$ cat src/rtl/llc_mem_serdes_pkg.sv
// llc_mem_serdes_pkg: shared constants and types for the LLC memory serdes bridge
package llc_mem_serdes_pkg;
  localparam int WORD_BITS      = 64;
  localparam int WORDS_PER_LINE = 4;
  localparam int LINE_ADDR_BITS = 26;
  localparam int BEAT_BITS      = $clog2(WORDS_PER_LINE);
  localparam int BYTE_BITS      = $clog2(WORD_BITS / 8);
  localparam int OFFSET_BITS    = BEAT_BITS + BYTE_BITS;
  localparam int ADDR_BITS      = LINE_ADDR_BITS + OFFSET_BITS;
  localparam int LINE_BITS      = WORD_BITS * WORDS_PER_LINE;
  typedef logic [2:0]                hsize_t;
  typedef logic [1:0]                hprot_t;
  typedef logic [LINE_ADDR_BITS-1:0] line_addr_t;
  typedef logic [LINE_BITS-1:0]      line_t;
  typedef logic [WORD_BITS-1:0]      word_t;
  typedef logic [BEAT_BITS-1:0]      beat_t;
  typedef enum logic [2:0] {IDLE, WR_BEAT, RD_REQ, RD_DATA, RSP} llc_mem_serdes_state_t;
endpackage

$ cat src/rtl/llc_mem_serdes.sv
// llc_mem_serdes: serialises LLC line requests into memory beats and reassembles read lines
module llc_mem_serdes
  import llc_mem_serdes_pkg::*;
(
  input  logic                      clk,
  input  logic                      rst,
  input  logic                      llc_mem_req_valid,
  output logic                      llc_mem_req_ready,
  input  logic                      llc_mem_req_hwrite,
  input  logic [2:0]                llc_mem_req_hsize,
  input  logic [1:0]                llc_mem_req_hprot,
  input  logic [LINE_ADDR_BITS-1:0] llc_mem_req_addr,
  input  logic [LINE_BITS-1:0]      llc_mem_req_line,
  output logic                      llc_mem_rsp_valid,
  input  logic                      llc_mem_rsp_ready,
  output logic [LINE_BITS-1:0]      llc_mem_rsp_line,
  output logic                      mem_req_valid,
  input  logic                      mem_req_ready,
  output logic                      mem_req_write,
  output logic [ADDR_BITS-1:0]      mem_req_addr,
  output logic [2:0]                mem_req_hsize,
  output logic [1:0]                mem_req_hprot,
  output logic [WORD_BITS-1:0]      mem_req_wdata,
  output logic                      mem_req_last,
  input  logic                      mem_rsp_valid,
  output logic                      mem_rsp_ready,
  input  logic [WORD_BITS-1:0]      mem_rsp_rdata
);
  localparam beat_t BEAT_MAX = beat_t'(WORDS_PER_LINE - 1);
  llc_mem_serdes_state_t state, state_n;
  beat_t      beat;
  line_addr_t addr_q;
  hsize_t     hsize_q;
  hprot_t     hprot_q;
  line_t      line_q;
  logic       accept, wr_hs, rq_hs, rd_hs;
  assign accept = state == IDLE && llc_mem_req_valid;
  assign wr_hs  = state == WR_BEAT && mem_req_ready;
  assign rq_hs  = state == RD_REQ && mem_req_ready;
  assign rd_hs  = state == RD_DATA && mem_rsp_valid;
  // state register
  always_ff @(posedge clk or negedge rst)
    if (!rst) state <= IDLE;
    else state <= state_n;
  // next-state: direction is encoded in the state, so hwrite need not be kept
  always_comb begin
    state_n = state;
    case (state)
      IDLE:    state_n = llc_mem_req_valid ? (llc_mem_req_hwrite ? WR_BEAT : RD_REQ) : IDLE;
      WR_BEAT: state_n = (mem_req_ready && beat == BEAT_MAX) ? IDLE : WR_BEAT;
      RD_REQ:  state_n = mem_req_ready ? RD_DATA : RD_REQ;
      RD_DATA: state_n = (mem_rsp_valid && beat == BEAT_MAX) ? RSP : RD_DATA;
      RSP:     state_n = llc_mem_rsp_ready ? IDLE : RSP;
      default: state_n = IDLE;
    endcase
  end
  // request fields, beat counter and the line buffer shared by write data and read assembly
  always_ff @(posedge clk or negedge rst)
    if (!rst) begin
      beat    <= '0;
      addr_q  <= '0;
      hsize_q <= '0;
      hprot_q <= '0;
      line_q  <= '0;
    end else if (accept) begin
      beat    <= '0;
      addr_q  <= llc_mem_req_addr;
      hsize_q <= llc_mem_req_hsize;
      hprot_q <= llc_mem_req_hprot;
      line_q  <= llc_mem_req_line;
    end else if (wr_hs || rd_hs) begin
      beat <= beat + 1'b1;
      if (rd_hs) line_q[int'(beat)*WORD_BITS +: WORD_BITS] <= mem_rsp_rdata;
    end else if (rq_hs) beat <= '0;
  assign llc_mem_req_ready = state == IDLE;
  assign llc_mem_rsp_valid = state == RSP;
  assign llc_mem_rsp_line  = line_q;
  assign mem_req_valid     = state == WR_BEAT || state == RD_REQ;
  assign mem_req_write     = state == WR_BEAT;
  assign mem_req_addr      = state == WR_BEAT ? {addr_q, beat, {BYTE_BITS{1'b0}}} :
                             state == RD_REQ  ? {addr_q, {OFFSET_BITS{1'b0}}} : '0;
  assign mem_req_hsize     = hsize_q;
  assign mem_req_hprot     = hprot_q;
  assign mem_req_wdata     = state == WR_BEAT ? line_q[int'(beat)*WORD_BITS +: WORD_BITS] : '0;
  assign mem_req_last      = state == WR_BEAT ? beat == BEAT_MAX : state == RD_REQ;
  assign mem_rsp_ready     = state == RD_DATA;
endmodule

$ cat config.mk
export PLATFORM = sky130hd
export DESIGN_NAME = llc_mem_serdes
export DESIGN_NICKNAME = d
export VERILOG_FILES = /design/src/rtl/llc_mem_serdes_pkg.sv /design/src/rtl/llc_mem_serdes.sv
export SDC_FILE = /design/constraint.sdc
export NUM_CORES = 1
export LEC_CHECK = 0
export CAP_MARGIN = 20
export CORE_AREA = 2 2 282 284
export CTS_BUF_LIST = sky130_fd_sc_hd__clkbuf_4
export CTS_CLUSTER_DIAMETER = 80
export DETAILED_ROUTE_END_ITERATION = 10
export DIE_AREA = 0 0 284 286
export PLACE_DENSITY = 0.57
export SYNTH_ARGS = -nofsm -noshare
export SYNTH_HDL_FRONTEND = slang
export SYNTH_SLANG_ARGS = --single-unit
$ cat constraint.sdc
create_clock -name clk -period 3.34 [get_ports clk]
set_input_delay 0.668 -clock clk [delete_from_list [all_inputs] [get_ports clk]]
set_output_delay 0.668 -clock clk [all_outputs]
set_load 0.005 [all_outputs]
==> results by group, run 1 <==
Routing
  – Vias: 17.9k
  – Final wirelength: 91100 um
  – Final ANT Viol Nets: 0
  – Drt wl/cell: 26.4 um
  – # DRC: 0
  – DR pass1 iterations: 6
  – Vias per cell: 5.17
  – Initial drt markers: 1709

Worst hold path
  – Hold path start: llc_mem_req_addr[9]
  – Worst Hold Class: input pin to register

Global routing
  – Gr ovfl total: 0
  – Vias in the first global route: 18.4k
  – Tot GR Track Use: 0.214
  – Initial antenna violation count: 10
  – Largest net degree at the start of global routing: 92
  – Global-route wire length before repair: 130000 um

CTS
  – Worst-Skew Late Latency: 840 ps
  – H-tree levels: 3
  – Max clock buf depth: 3
  – CTS Buf Count: 90
  – Clk root buf: clkbuf_4
  – Worst-path clk slew: 60 ps
  – CTS tree: yes
  – CTS sink cnt: 292

Critical path
  – Crit path launch: state[2]
  – CP bufs+invs: 7
  – Worst endpoint required time: 2670 ps
  – Critical Path Sink Type: output pin
  – R2R Path Start: beat[0]
  – WS Path Type: register to output pin
  – CP top delay family: buffers and inverters
  – Max FO, Critical Path: 5
  – CP arrival: 2590 ps
  – Crit start category: register
  – CP Cell Sequence: nand2b_4, or2_4, inv_8, buf_12, buf_12, buf_16, buf_6, buf_6, and2_4, buf_6
  – CP max-delay cell: dfrtp_4
  – Max incr delay on CP: 520 ps
  – Most used cell, CP: buf_6

Synthesis
  – Most used DFF post-synth: dfrtp_1
  – Post-synth EDFFs: 0
  – Ys async rst share: 1.00
  – Top-area cell type share of the netlist area: 0.451
  – Yosys cell types: 44
  – Syn Inst Count: 1548
  – Synth cell count leaders: dfrtp_1 (292), inv_1 (133), a21oi_1 (130)
  – Top-count cell post-synth: dfrtp_1
  – Netlist Area Pre-Place: 0.0162 mm^2
  – #FFs+latches synth: 292
  – Seq/Total Area, Yosys: 0.451
  – Synth top area cells: dfrtp_1 (45%), mux4_2 (8.9%), a32oi_1 (7.0%)
  – Ys Warns: 0
  – Yosys top cell by area: dfrtp_1
  – Syn Area/Cell: 10.5 um^2

Placed design
  – Port bufs: 716
  – Routability congestion estimate from global placement: 0.879
  – Dpl hpwl: 59200 um

Die
  – Site Rows: 103
  – Initial Util: 0.207
  – Die ar.: 0.0812 mm^2
  – Die Y: 286 um
  – IO Count: 720
  – Die span in x: 284 um
  – Core Box Area: 0.0784 mm^2

STA
  – Fin. Hold Viols: 0
  – Clock skew: 81.0 ps
  – Worst slew margin: 0.277
  – Fin crit share: 0.976
  – Final number of setup-violating endpoints: 0
  – Min cycle time layout: 3260 ps
  – RSZ-0062 raised after global routing: yes
  – Worst slew pin tran: 1080 ps
  – Max Freq: 307 MHz
  – Max-slew violation count: 0
  – Final hold slack: 386 ps

Final layout
  – Nets@finish: 2695
  – Fill cell count: 7950
  – Share of cells above drive strength 1: 0.218
  – Layout area overhead: 67.3%
  – Finished Core Util: 0.346

Pwr
  – Max IR drop VDD: 0.419 mV
  – P per Cell Area: 952 mW/mm^2
  – Pleak: 0.0115 uW

Job
  – Max-cap violations: 0

Outcome
  – Status: complete, no violations
worst paths after layout:
kind / to / slack, ps / cells past startpoint
max reg2reg: llc_mem_rsp_line[16] / 390 / 9
max in group asynchronous: addr_q[4] / 1940 / 3
min in group asynchronous: llc_mem_rsp_line[216] / 430 / 2
min: addr_q[9] / 390 / 3
max: mem_req_wdata[31] / 80 / 10
min reg2reg: addr_q[3] / 470 / 2
through the flow:
step                      area [um^2]  TNS (ps)  instances  total power [uW]  setup slack [ps]
after floorplan                 16200         0       1550             11900               600
after global placement          24700         0       3201             19800               492
after detailed placement        24700         0       3202             20000               449
after CTS                       27000     -1520       3442             25700              -101
after global routing            27100     -1030       3453             27100             -97.0
final                           27100         0       3454             25800              81.7
routing by layer:
| layer | global-route usage | vias up | wire, um |
|---|---|---|---|
| met5 | 0 | - | 41 |
| met4 | 0.0989 | 6 | 3700 |
| met3 | 0.0565 | 227 | 7980 |
| met2 | 0.354 | 1161 | 44100 |
| met1 | 0.261 | 9035 | 35300 |
| li1 | - | 7436 | - |
layout make-up:
type / count / area, um^2 / area share
diodes: 9 / 22.5 / 0.000830
clock buffers: 120 / 901 / 0.0332
clock inverters: 36 / 156 / 0.00577
inverters: 133 / 507 / 0.0187
multi-input cells: 946 / 7850 / 0.289
flip-flops and latches: 292 / 7320 / 0.270
well taps: 1050 / 1310 / 0.0484
repair buffers: 868 / 9060 / 0.334
logic make-up (layout without fill, tap and decap cells):
logic type | after synthesis | count (layout) | share of synthesized area
DFF | 292 | 292 | 0.451
xor gates and xnor gates | 1 | 1 | 0.000540
AOI/OAI and AO/OA | 401 | 401 | 0.195
adders and majority gates | 6 | 6 | 0.00463
other | 1 | 12 | 0.000231
and+or+nand+nor | 404 | 404 | 0.134
muxes | 131 | 131 | 0.135
buffers and inverters | 312 | 1157 | 0.0801
flip-flops by register name (all words and copies together), names as in the netlist:
register          flops
llc_mem_rsp_line    256
addr_q               26
mem_req_hprot         2
mem_req_hsize         3
beat                  2
state                 3
tightest hold or removal path, cell delays in order:
cell and delay (ps):
clkdlybuf4s50_1 400, nand2_1 60, nand2_1 40
what timing repair did:
item,CTS,global route
endpoints found under the setup margin,94,52
hold buffers,1,0
endpoints found under the hold margin,71,0
gates resized for setup,306,56
pin swaps,43,11
gates cloned,11,1
setup buffers,73,6
power breakdown:
| part | internal [uW] | switching [uW] | total (uW) | leakage [uW] |
|---|---|---|---|---|
| logic | 8900 | 6460 | 15400 | 0.00724 |
| clock network | 1670 | 1770 | 3440 | 0.000622 |
| registers | 5240 | 1790 | 7030 | 0.00363 |
cell usage in the layout, fill, tap and decap left out, types with 61 or more instances in the layout:
master,netlist,routed
clkdlybuf4s50_1,0,639
dfrtp_1,292,289
inv_1,133,132
a21oi_1,130,130
a32oi_1,129,129
nand3_1,128,128
clkbuf_4,0,120
nand2_1,96,96
a32o_1,67,67
mux2_2,66,66
buf_4,9,65
mux4_2,64,64
a221o_1,62,62
and3_1,61,61
Note: power is estimated with default switching activity, not from simulation.
==> run 2, diff against run 1 <==
Settings changed: ABC_AREA from default to 1, CORE_AREA 2 2 282 284 to 2 2 279 281, DIE_AREA 0 0 284 286 to 0 0 281 283, PLACE_DENSITY 0.57 to 0.61.
Clock period 3.34 ns to 3.1 ns, I/O delays scaled along.
==> results by group, run 2 <==
Synthesis
  – Post-synth EDFFs: 0
  – Adder-cell share of the synthesized area: 0.00398
  – Netlist Area Pre-Place: 0.0189 mm^2
  – Ys Warns: 0
  – Most used DFF post-synth: dfrtp_1
  – Mux contribution to synthesized area: 0
  – Synth Area in XOR/XNOR: 0
  – #FFs+latches synth: 292
  – Syn Inst Count: 3031
  – Synth cell count leaders: nand2_1 (1123), nand3_1 (548), nor2_1 (414)
  – Yosys top cell by area: dfrtp_1
  – Simple-Gate Fraction of Synth Area: 0.454
  – Top-area cell type share of the netlist area: 0.387
  – Top-count cell post-synth: nand2_1
  – Yosys cell types: 22
  – Ys async rst share: 1.00
  – Syn Area/Cell: 6.22 um^2
  – Seq/Total Area, Yosys: 0.387
  – Largest family of logic cells by synthesized area: simple AND/OR/NAND/NOR gates
  – Synth Area in Compound Gates: 0.0590
  – Synth top area cells: dfrtp_1 (39%), nand2_1 (22%), nand3_1 (15%)

Die
  – Initial Util: 0.246
  – Core Box Area: 0.0767 mm^2
  – Die Y: 283 um
  – Site Rows: 102
  – Die ar.: 0.0795 mm^2
  – Die span in x: 281 um
  – IO Count: 720

Outcome
  – Failing checks: setup timing
  – Status: complete, but fails checks

Placed design
  – Routability congestion estimate from global placement: 0.896
  – Placed cells: 4619
  – Dpl hpwl: 68500 um
  – Place WS: 350 ps
  – Port bufs: 716

STA
  – Fin crit share: 1.04
  – Max Freq: 310 MHz
  – Final number of setup-violating endpoints: 8
  – Fin. Hold Viols: 0
  – Worst slew margin: 0.443
  – Min cycle time layout: 3230 ps
  – Clock skew: 80.6 ps
  – Worst slew pin tran: 835 ps
  – Final setup margin: -129 ps
  – RSZ-0062 raised after global routing: yes
  – Setup_tns: -254 ps
  – Final hold slack: 217 ps
  – Max-slew violation count: 0

Worst hold path
  – Worst Hold Class: input pin to asynchronous set/reset pin

Routing
  – # DRC: 0
  – Initial drt markers: 2683
  – Vias: 24.2k
  – Drt wl/cell: 22.6 um
  – Final ANT Viol Nets: 0
  – Vias per cell: 4.98
  – Final wirelength: 110000 um
  – DR pass1 iterations: 6

Job
  – Max-cap violations: 0

CTS
  – Worst-path clk slew: 70 ps
  – Worst-Skew Late Latency: 880 ps
  – CTS Buf Count: 91
  – Clk root buf: clkbuf_4
  – Max clock buf depth: 3
  – H-tree levels: 3
  – CTS sink cnt: 292
  – CTS tree: yes

Critical path
  – WS Path Type: register to output pin
  – CP top delay family: buffers and inverters
  – FF-to-FF path depth: 12
  – Worst reg-to-reg setup slack: 710 ps
  – CP Cell Sequence: nor3_4, clkinv_4, buf_8, a21oi_2, clkdlybuf4s50_1
  – Max FO, Critical Path: 19
  – Worst R2R End: llc_mem_rsp_line[228]
  – Crit path launch: state[1]
  – Max incr delay on CP: 520 ps
  – Critical Path Sink Type: output pin
  – Crit start category: register
  – CP max-delay cell: clkdlybuf4s50_1
  – R2R Path Start: beat[0]
  – CP arrival: 2610 ps
  – Worst endpoint required time: 2480 ps
  – CP bufs+invs: 3

Global routing
  – Tot GR Track Use: 0.261
  – Global-route wire length before repair: 156000 um
  – Vias in the first global route: 23.2k
  – Initial antenna violation count: 20
  – Gr ovfl total: 0
  – Largest net degree at the start of global routing: 78

Final layout
  – Area of the multi-input gates: 0.0102 mm^2
  – Commonest non-fill, non-tap cell in the layout: nand2_1
  – Share of cells above drive strength 1: 0.125
  – Nets@finish: 4109
  – Layout Cells excl Fill: 4864
  – Number of flip-flops under the largest register name: 256
  – Fill cell count: 8154
  – Register area: 0.00732 mm^2
  – Layout area overhead: 57.6%
  – Commonest non-fill, non-tap cells in the layout: nand2_1 (1115), clkdlybuf4s50_1 (620), nand3_1 (546), nor2_1 (358), dfrtp_1 (288)

Pwr
  – Final Power: 27300 uW
  – Pleak: 0.0148 uW
  – P per Cell Area: 919 mW/mm^2
  – Max IR drop VDD: 0.658 mV
## run 2: area by class of cell
type,instances,area share
multi-input combinational,2325,0.344
timing repair buffer,861,0.303
sequential,292,0.246
tap,1040,0.0438
clock buffer,131,0.0331
inverter,171,0.0237
clock inverter,20,0.00320
antenna,21,0.00177
timing repair inverter,3,0.00168
## run 2: repair_timing
item	4_1_cts	5_1_grt
gates cloned	13	12
hold buffers	1	0
gates resized for setup	258	280
buffers inserted	32	22
endpoints found under the hold margin	104	0
pin swaps	9	37
endpoints found under the setup margin	96	70
## run 2: cells by family after synthesis
group / after synthesis
and+or+nand+nor: 2094
buffers and inverters: 416
DFF: 292
AOI/OAI and AO/OA: 222
adders and majority gates: 6
other: 1
## run 2: worst max path at each step
stage / to / slack [ps] / cells past startpoint
detailed placement: mem_req_wdata[56] / 350 / 5
floorplan: llc_mem_rsp_line[4] / 680 / 11
finish: mem_req_wdata[22] / -130 / 5
global route: mem_req_wdata[22] / -250 / 5
CTS: mem_req_wdata[22] / -240 / 7
global placement: mem_req_wdata[39] / 360 / 5
## run 2: per-stage QoR
stage	instance area, um^2	utilization
6_report	29700	0.388
2_1_floorplan	18900	-
4_1_cts	29200	0.381
3_3_place_gp	27300	0.356
5_1_grt	29700	0.387
3_5_place_dp	27300	0.356
## run 2: where the power goes
| part | total, uW | internal [uW] | switching, uW |
|---|---|---|---|
| Clock | 3890 | 1920 | 1970 |
| Sequential | 6650 | 5150 | 1510 |
| Combinational | 16800 | 7040 | 9740 |
## run 2: routing by layer
metal / share of wire / wire (um) / up-vias / track usage
met4: 0.048 / 5260 / 2 / 0.136
met2: 0.47 / 51600 / 1504 / 0.423
met1: 0.39 / 42400 / 11417 / 0.324
met3: 0.096 / 10500 / 265 / 0.0578
met5: 0.00012 / 13 / - / 0
li1: - / - / 11051 / -
## run 2: worst reg2reg max path, stage by stage (launching register included)
cell,delay [ps]
dfrtp_4,450
buf_12,180
inv_6,80
buf_4,140
ha_1,440
inv_1,120
nand2_4,80
buf_12,320
nor2_1,160
nand3_1,100
nand2_1,70
nand2_1,70
nand2_1,50
==> run 3, diff against run 2 <==
Settings changed: CORE_AREA 2 2 279 281 to 8 8 277 279, DIE_AREA 0 0 281 283 to 0 0 285 287, HOLD_SLACK_MARGIN from default to 0.1, PLACE_DENSITY 0.61 to 0.63.
==> results by group, run 3 (synthesis gave the netlist of run 2 again) <==
Outcome
  – Status: complete, no violations

STA
  – Fin. Hold Viols: 0
  – Final number of setup-violating endpoints: 0
  – Fin crit share: 0.994
  – Worst slew margin: 0.568
  – Max Freq: 325 MHz
  – Setup_tns: 0 ps
  – Min cycle time layout: 3080 ps
  – Final setup margin: 19.1 ps
  – Worst slew pin tran: 648 ps
  – Clock skew: 90.8 ps
  – Max-slew violation count: 0
  – RSZ-0062 raised after global routing: yes

Worst hold path
  – Hold depth: 3
  – Worst Hold Class: input pin to register
  – Worst Hold End: mem_req_hsize[2]
  – Hold path start: llc_mem_req_hsize[2]

Critical path
  – Worst reg-to-reg setup slack: 330 ps
  – Crit start category: register
  – Max incr delay on CP: 520 ps
  – Max FO, Critical Path: 8
  – CP arrival: 2460 ps
  – FF-to-FF path depth: 14
  – R2R Path Start: beat[0]
  – Critical Path Sink Type: output pin
  – Worst R2R End: llc_mem_rsp_line[126]
  – CP max-delay cell: dfrtp_4
  – WS Path Type: register to output pin
  – CP Cell Sequence: buf_12, inv_12, buf_12, buf_16, buf_12, buf_12, o21ai_4, a21oi_2, buf_2
  – Most used cell, CP: buf_12
  – Worst endpoint required time: 2480 ps

Final layout
  – Commonest non-fill, non-tap cell in the layout: nand2_1
  – Share of cells above drive strength 1: 0.119
  – Nets@finish: 4117
  – Commonest non-fill, non-tap cells in the layout: nand2_1 (1115), clkdlybuf4s50_1 (622), nand3_1 (545), nor2_1 (363), dfrtp_1 (288)
  – Fill cell count: 7670
  – Register area: 0.00732 mm^2
  – Number of flip-flops under the largest register name: 256
  – Layout Cells excl Fill: 4765
  – Final instance area: 0.0295 mm^2
  – Layout area overhead: 56.4%
  – Area of the multi-input gates: 0.0102 mm^2

Die
  – Die span in x: 285 um
  – Die ar.: 0.0818 mm^2
  – Core Box Area: 0.0723 mm^2
  – Die Y: 287 um
  – IO Count: 720
  – Site Rows: 99
  – Initial Util: 0.261

Job
  – Max-cap violations: 0

Placed design
  – Place WS: 263 ps
  – Routability congestion estimate from global placement: 0.929
  – Placed Area: 0.0273 mm^2
  – Placed cells: 4551
  – Dpl hpwl: 71300 um
  – Port bufs: 716

Global routing
  – Gr ovfl total: 0
  – Tot GR Track Use: 0.250
  – Initial antenna violation count: 12
  – Vias in the first global route: 23.3k
  – Largest net degree at the start of global routing: 83
  – Global-route wire length before repair: 157000 um

CTS
  – CTS sink cnt: 292
  – CTS Buf Count: 91
  – CTS tree: yes
  – H-tree levels: 3
  – Max clock buf depth: 3
  – Clk root buf: clkbuf_4
  – Worst-path clk slew: 60 ps
  – Worst-Skew Late Latency: 850 ps

Pwr
  – Pleak: 0.0148 uW
  – Max IR drop VDD: 0.567 mV
  – P per Cell Area: 907 mW/mm^2

Routing
  – Vias: 24.3k
  – Final wirelength: 109000 um
  – Metal-1 WL: 40900 um
  – Initial drt markers: 2790
  – DR WL met3: 12300 um
  – # DRC: 0
  – Top Layer Used: met4
  – Met2 Wirelength: 50900 um
  – Drt wl/cell: 22.9 um
  – DR pass1 iterations: 9
  – Final ANT Viol Nets: 0
  – Vias per cell: 5.09
## run 3: cell types whose count changed in the layout (fill, tap and decap cells not counted), sizes merged, moves of 5 or more
cell,delta
clkdlybuf4s15,-5
clkbuf,-27
buf,+16
clkinv,-12
diode,-9
dlygate4sd2,+10
## run 3: final cells by class
class / count / share of cell area
Multi-Input combinational cell: 2325 / 0.345
Timing Repair Buffer: 872 / 0.309
Clock inverter: 13 / 0.00229
Sequential cell: 292 / 0.248
Tap cell: 959 / 0.0407
Inverter: 171 / 0.0228
Clock buffer: 121 / 0.0308
Antenna cell: 12 / 0.00102
## run 3: worst max-delay path by stage
| stage | from | endpoint |
|---|---|---|
| global placement | beat[0] | mem_req_wdata[35] |
| global route | beat[0] | mem_req_wdata[0] |
| finish | beat[0] | mem_req_wdata[35] |
| detailed placement | beat[0] | mem_req_wdata[35] |
| floorplan | beat[0] | llc_mem_rsp_line[4] |
| CTS | beat[0] | mem_req_wdata[0] |
## run 3: per-stage QoR
stage | total power, uW | hold WS, ps | utilization
2_1_floorplan | 12600 | 324 | -
3_3_place_gp | 20800 | 464 | 0.378
3_5_place_dp | 20900 | 467 | 0.378
4_1_cts | 25700 | 194 | 0.401
5_1_grt | 28200 | 239 | 0.408
6_report | 26800 | 306 | 0.408
## run 3: worst max-delay path: cells and delay by family (launching register included)
family / cells / cell delay (ps)
flops: 1 / 520
buf+inv: 7 / 900
compound gates: 2 / 270
## run 3: repair_timing
| action | CTS | global route |
|---|---|---|
| pin swaps | 25 | 43 |
| resized for setup | 270 | 213 |
| endpoints found under the setup margin | 95 | 67 |
| setup buffers | 29 | 26 |
| hold buffers | 1 | 0 |
| gates cloned | 13 | 5 |
| hold endpoints to repair | 52 | 0 |
## run 3: metal layers
layer  track usage  vias up
li1              -    11030
met1         0.308    11321
met2         0.407     1624
met3        0.0654      283
met4         0.115        0
met5             0        -
## run 3: report_power, final
| part | switching, uW | internal (uW) |
|---|---|---|
| registers | 1450 | 5150 |
| clock network | 1890 | 1770 |
| logic | 9540 | 6960 |
